## config.mk

```make
export PLATFORM = sky130hd
export DESIGN_NAME = sobel_window_addr_gen
export DESIGN_NICKNAME = d
export VERILOG_FILES = /design/src/rtl/sobel_window_addr_gen.sv
export SDC_FILE = /design/constraint.sdc
export NUM_CORES = 1
export LEC_CHECK = 0
export BUFFER_PORTS_ARGS = -buffer_cell sky130_fd_sc_hd__buf_4
export CAP_MARGIN = 20
export CORE_ASPECT_RATIO = 1.2
export CORE_UTILIZATION = 38
export DETAILED_ROUTE_END_ITERATION = 7
export PLACE_DENSITY = 0.66
export SYNTH_ARGS = -nofsm -noshare
export SYNTH_HDL_FRONTEND = slang
export SYNTH_SLANG_ARGS = --single-unit
```

## constraint.sdc

```tcl
create_clock -name clk -period 2.35 [get_ports clk]
set_clock_uncertainty 0.05 [all_clocks]
set_input_delay 0.1175 -clock clk [delete_from_list [all_inputs] [get_ports clk]]
set_output_delay 0.1175 -clock clk [all_outputs]
set_load 0.01 [all_outputs]
```

## src/rtl/sobel_window_addr_gen.sv

```systemverilog
//-----------------------------------------------------------------------------
// sobel_window_addr_gen
//
// Purpose
//   Read-address generator for an image buffer of IMG_W x IMG_H pixels stored
//   row-major (pixel (r,c) lives at r*IMG_W + c). It supports two kinds of
//   pass:
//     * linear scan (mode = 0): every pixel once, addresses 0 .. N-1. This is
//       used for a grayscale pass.
//     * 3x3 window scan (mode = 1): every interior pixel is a window centre,
//       visited in raster order. Each centre emits its nine neighbours in
//       raster order inside the window. This is used for a Sobel pass.
//   Each address is offered as a valid/ready beat. It advances only when the
//   beat is accepted, and it holds steady while downstream stalls.
//
// Ports
//   clk          rising-edge clock for all state
//   rst          synchronous, active-high reset; overrides every other input
//   start        begin a pass; only looked at while IDLE
//   mode         0 = linear scan, 1 = 3x3 window scan; sampled with start
//   ready        downstream accepts addr this cycle
//   addr         current read address
//   valid        addr is meaningful (high in LINEAR and WINDOW)
//   tap          window tap index 0..8; 0 in linear mode
//   last_tap     high with tap 8 in window mode; high on every linear beat
//   center_addr  address of the current window centre (linear: equals addr)
//   busy         high while a pass is in progress
//   done         one-cycle pulse when a pass completes normally
//-----------------------------------------------------------------------------
module sobel_window_addr_gen #(
    parameter int IMG_W  = 32,
    parameter int IMG_H  = 32,
    parameter int ADDR_W = 10
) (
    input  logic              clk,
    input  logic              rst,
    input  logic              start,
    input  logic              mode,
    input  logic              ready,
    output logic [ADDR_W-1:0] addr,
    output logic              valid,
    output logic [3:0]        tap,
    output logic              last_tap,
    output logic [ADDR_W-1:0] center_addr,
    output logic              busy,
    output logic              done
);

    //-------------------------------------------------------------------------
    // Constants. All address arithmetic uses elaboration-time constants and
    // adders, so no multiplier is built.
    //-------------------------------------------------------------------------
    localparam logic [ADDR_W-1:0] ADDR_ZERO  = '0;
    localparam logic [ADDR_W-1:0] ADDR_ONE   = ADDR_W'(1);
    localparam logic [ADDR_W-1:0] LAST_PIX   = ADDR_W'(IMG_W * IMG_H - 1);

    // Centre (1,1) is the first window centre.
    localparam logic [ADDR_W-1:0] FIRST_CTR  = ADDR_W'(IMG_W + 1);

    // Last centre column and last centre row. Border pixels are never
    // centres.
    localparam logic [ADDR_W-1:0] LAST_COL   = ADDR_W'(IMG_W - 2);
    localparam logic [ADDR_W-1:0] LAST_ROW   = ADDR_W'(IMG_H - 2);

    // Inside a window, moving from tap 2 to tap 3 (or from tap 5 to tap 6)
    // drops one image row and returns two columns: + IMG_W - 2.
    localparam logic [ADDR_W-1:0] ROW_WRAP   = ADDR_W'(IMG_W - 2);

    // Moving from centre (r,c) to (r,c+1): the new centre is C+1, and its
    // tap 0 is (C+1) - IMG_W - 1 = C - IMG_W.
    localparam logic [ADDR_W-1:0] NEXT_COL_BACK = ADDR_W'(IMG_W);

    // Moving from the last centre of a row, (r,IMG_W-2), to (r+1,1): the new
    // centre is C+3, and its tap 0 is (C+3) - IMG_W - 1 = C - (IMG_W - 2).
    // C >= IMG_W + 1 always holds, so neither subtraction can wrap.
    localparam logic [ADDR_W-1:0] NEXT_ROW_BACK = ADDR_W'(IMG_W - 2);
    localparam logic [ADDR_W-1:0] NEXT_ROW_CTR  = ADDR_W'(3);

    localparam logic [3:0] TAP_LAST = 4'd8;

    //-------------------------------------------------------------------------
    // State
    //-------------------------------------------------------------------------
    typedef enum logic [1:0] {
        S_IDLE   = 2'd0,
        S_LINEAR = 2'd1,
        S_WINDOW = 2'd2,
        S_DONE   = 2'd3
    } state_t;

    state_t            state_q,  state_d;
    logic [ADDR_W-1:0] addr_q,   addr_d;    // address being offered
    logic [3:0]        tap_q,    tap_d;     // tap index within the window
    logic [ADDR_W-1:0] center_q, center_d;  // r*IMG_W + c of the current centre
    logic [ADDR_W-1:0] col_q,    col_d;     // centre column c
    logic [ADDR_W-1:0] row_q,    row_d;     // centre row r

    logic in_pass;
    logic accept;
    logic row_wrap_tap;

    assign in_pass = (state_q == S_LINEAR) || (state_q == S_WINDOW);
    assign accept  = in_pass && ready;

    // Taps 2 and 5 end a window row, so the next tap starts one image row
    // lower.
    assign row_wrap_tap = (tap_q == 4'd2) || (tap_q == 4'd5);

    //-------------------------------------------------------------------------
    // Next-state and datapath
    //-------------------------------------------------------------------------
    always_comb begin
        // NOTE: every variable gets a value before the case statement.
        // Without this, a path that does not assign it would infer a latch.
        state_d  = state_q;
        addr_d   = addr_q;
        tap_d    = tap_q;
        center_d = center_q;
        col_d    = col_q;
        row_d    = row_q;

        unique case (state_q)
            S_IDLE: begin
                if (start) begin
                    addr_d = ADDR_ZERO;
                    tap_d  = 4'd0;
                    if (mode) begin
                        // Tap 0 of centre (1,1) is pixel (0,0), so addr is 0
                        // in both modes.
                        state_d  = S_WINDOW;
                        center_d = FIRST_CTR;
                        col_d    = ADDR_ONE;
                        row_d    = ADDR_ONE;
                    end else begin
                        state_d  = S_LINEAR;
                        center_d = ADDR_ZERO;
                        col_d    = ADDR_ZERO;
                        row_d    = ADDR_ZERO;
                    end
                end
            end

            S_LINEAR: begin
                if (accept) begin
                    if (addr_q == LAST_PIX) begin
                        state_d = S_DONE;
                    end else begin
                        addr_d = addr_q + ADDR_ONE;
                    end
                end
            end

            S_WINDOW: begin
                if (accept) begin
                    if (tap_q == TAP_LAST) begin
                        tap_d = 4'd0;
                        if (col_q == LAST_COL) begin
                            if (row_q == LAST_ROW) begin
                                state_d = S_DONE;
                            end else begin
                                row_d    = row_q + ADDR_ONE;
                                col_d    = ADDR_ONE;
                                center_d = center_q + NEXT_ROW_CTR;
                                addr_d   = center_q - NEXT_ROW_BACK;
                            end
                        end else begin
                            col_d    = col_q + ADDR_ONE;
                            center_d = center_q + ADDR_ONE;
                            addr_d   = center_q - NEXT_COL_BACK;
                        end
                    end else begin
                        tap_d  = tap_q + 4'd1;
                        addr_d = row_wrap_tap ? (addr_q + ROW_WRAP)
                                              : (addr_q + ADDR_ONE);
                    end
                end
            end

            S_DONE: begin
                // The pass lasts exactly one cycle in DONE. start is not
                // looked at here.
                state_d = S_IDLE;
            end

            default: state_d = S_IDLE;
        endcase
    end

    //-------------------------------------------------------------------------
    // State register. Reset overrides start, ready and any pass in
    // progress, so an aborted pass never reaches DONE.
    //-------------------------------------------------------------------------
    always_ff @(posedge clk) begin
        // NOTE: non-blocking assignments let every flop sample the values
        // from before the edge, no matter what order the statements are in.
        if (rst) begin
            state_q  <= S_IDLE;
            addr_q   <= '0;
            tap_q    <= '0;
            center_q <= '0;
            col_q    <= '0;
            row_q    <= '0;
        end else begin
            state_q  <= state_d;
            addr_q   <= addr_d;
            tap_q    <= tap_d;
            center_q <= center_d;
            col_q    <= col_d;
            row_q    <= row_d;
        end
    end

    //-------------------------------------------------------------------------
    // Outputs. They are decoded from registered state only, so they never
    // depend on ready in the same cycle.
    //-------------------------------------------------------------------------
    assign addr        = addr_q;
    assign valid       = in_pass;
    assign busy        = in_pass;
    assign done        = (state_q == S_DONE);
    assign tap         = (state_q == S_WINDOW) ? tap_q : 4'd0;
    assign last_tap    = (state_q == S_LINEAR) ||
                         ((state_q == S_WINDOW) && (tap_q == TAP_LAST));
    assign center_addr = (state_q == S_LINEAR) ? addr_q : center_q;

endmodule

```

==> metrics.cfg <==
[clock_tree]
cts_sinks=46
clk_pin_slew_ns=0.10
clk_latency_ns=0.31
numCtsBuffers=5
cts_root_buf=clkbuf_8
ctsHtreeMaxLevel=2
cts_buffer_depth=2
cts_tree=yes
cts_hold_buf=0

[timing]
worstMarginPinSlew_ns=0.633
fin_crit_sh_pct=96.4
timing.final.ws_setup_ns=0.0856
slew_headroom_pct=57.4
finalHoldViolations=0
slew_viol_final=0
fmax_mhz=442
setup_violations=0
finalCriticalPeriod_ns=2.26

[grt]
overflow=0
antenna_found_initial=0
grt_pass1_vias=3068
grt_pass1_wl_mm=14.4
grt_max_degree=26
track_usage_pct=19.5

[logic_synthesis]
synthFlopType=dfxtp_1
synth.distinct_cells=61
async_reset_ff_share_pct=0
ys_seq_area_share_pct=28.0
synth_area_um2=3290
avgSynthCellArea_um2=7.87
syn-num-nets=443
syn_inst=418
synth-seq-cells=46
synth-edff-count=0
yosysWarningCount=0

[route]
first_pass_iters=4
viasPerCell=5.48
drtIter0Drc=177
post_drt_wl_per_cell_um=15.0
vias=3165
remaining_drc_errors=0
ant_nets=0
wirelength_mm=8.68

[hold_path]
hold_class=input port to register

[critical_path]
worstRegToRegCells=9
cp-startpoint=state_q[0]$_SDFFE_PP0P_
cp_data_required_time_ns=2.48
worst_ep_arrival_time_ns=2.40
critPathCapture=addr[4]$_SDFFE_PP0P_
rrSetupSlack_ns=0.09
path_class=register to register
regToRegEndpoint=addr[4]$_SDFFE_PP0P_
crit_path_end_kind=register
crit_path_start_kind=register
crit_fanout=5
r2r-start=state_q[0]$_SDFFE_PP0P_

[floorplanning]
fp-row-count=36
die-area_um2=9040
die_h_um=104
start_util_pct=39.9
ioPinCount=33
core-area_um2=8240
fp.dieW_um=87.0

[power]
ir_drop_uv=424
pwr_density_cell_nw_per_um2=812
leakagePower_nw=1.49

[finish]
final_cell_mix=buf_4 (69), nor2_1 (45), dfxtp_1 (44), nand2_1 (28), inv_1 (21)
final_util_pct=48.2
design_area_um2=3970
final_nets=488
drive_gt1_share_pct=24.1
diodes=0
area_delta_synth_final_pct=20.8
final_common_cell=buf_4
final_cells=578

[placed_design]
place_area_um2=3810
portBuffers=32
pre_cts_slack_ns=0.0323
place_congestion=0.903
dpl.cell_count=570
dp_hpwl_mm=6.60

[outcome]
outcome=finished clean

[job]
max_cap_viol_count=0

==> cell usage after synthesis, types with 5 or more instances <==
| cell | n | area (um^2) |
|---|---|---|
| dfxtp_1 | 46 | 921 |
| nor2_1 | 45 | 169 |
| nand2_1 | 29 | 109 |
| inv_1 | 23 | 86.3 |
| a21oi_1 | 20 | 100 |
| ha_1 | 20 | 250 |
| xnor2_1 | 19 | 166 |
| nand4_1 | 18 | 113 |
| o21ai_0 | 18 | 90.1 |
| clkbuf_1 | 15 | 56.3 |
| nor3_1 | 14 | 70.1 |
| buf_2 | 11 | 55.1 |
| xor2_1 | 11 | 96.3 |
| and3_1 | 10 | 62.6 |
| nand3_1 | 9 | 45.0 |
| nor2b_1 | 8 | 50.1 |
| or3_1 | 8 | 50.1 |
| mux2_2 | 7 | 78.8 |
| mux2i_1 | 6 | 60.1 |
| o32ai_1 | 6 | 52.6 |
| and2_1 | 5 | 31.3 |
==> layer usage <==
metal	vias to the layer above	part of all wire, %	global-route usage, %
met3	14	3.2	2.62
li1	1583	-	-
met2	61	51	33.3
met1	1507	43	24.0
met4	0	2.2	8.81
met5	-	0	0
==> final cells by class <==
type	instances	area, um^2
sequential	46	923
fill	832	4270
timing repair buffer	69	518
inverter	23	86.3
tap	114	143
multi-input combinational	318	2210
clock buffer	5	68.8
clock inverter	3	23.8
==> registers in the layout (all words and copies together) (netlist names) <==
name / count
tap_q: 4
addr: 10
center_q: 10
state_q: 2
col_q: 10
row_q: 10
==> power by group <==
group / leakage, nW / switching [mW] / total [mW] / internal (mW)
sequential: 0.372 / 0.0636 / 0.909 / 0.846
clock: 0.0408 / 0.304 / 0.517 / 0.213
combinational: 1.08 / 1.04 / 1.80 / 0.761
total: 1.49 / 1.41 / 3.23 / 1.82
==> kinds of logic (layout without fill, tap and decap cells) <==
logic type      Yosys count  after routing  share of synthesized area, %
compound gates           86             86                          18.3
xor+xnor                 30             30                          7.98
fa+ha+maj                21             21                          7.91
buf+inv                  54            100                          7.26
flops                    46             46                          28.0
mux                      13             13                          4.22
simple gates            168            168                          26.4
==> repair_timing <==
item / in CTS / in global routing
setup endpoints to repair: 0 / 17
setup buffers: 0 / 0
resized for setup: 0 / 16
==> worst max-delay path, stage by stage, from the launching register on <==
cell	delay [ns]
dfxtp_2	0.34
inv_2	0.05
ha_2	0.20
buf_4	0.14
nor2b_2	0.17
a221o_1	0.38
and2_1	0.18
or3_1	0.36
a22oi_2	0.19
o32ai_1	0.08
==> worst min path at each step <==
stage | startpoint | to | cells past startpoint
detailed placement | mode | state_q[0]$_SDFFE_PP0P_ | 3
global placement | mode | state_q[0]$_SDFFE_PP0P_ | 3
finish | mode | state_q[0]$_SDFFE_PP0P_ | 3
CTS | mode | state_q[0]$_SDFFE_PP0P_ | 3
floorplan | mode | state_q[0]$_SDFFE_PP0P_ | 2
global route | mode | state_q[0]$_SDFFE_PP0P_ | 3
==> stage by stage <==
stage                     total power, mW  hold WS [ns]  TNS, ns
after floorplan                      2.08         0.257        0
after global placement               2.64         0.414        0
after detailed placement             2.66         0.416        0
after CTS                            3.19        0.0843        0
after global routing                 3.46        0.0920  -0.0166
final                                3.23        0.0870        0
Note: power is estimated with default switching activity, not from simulation.
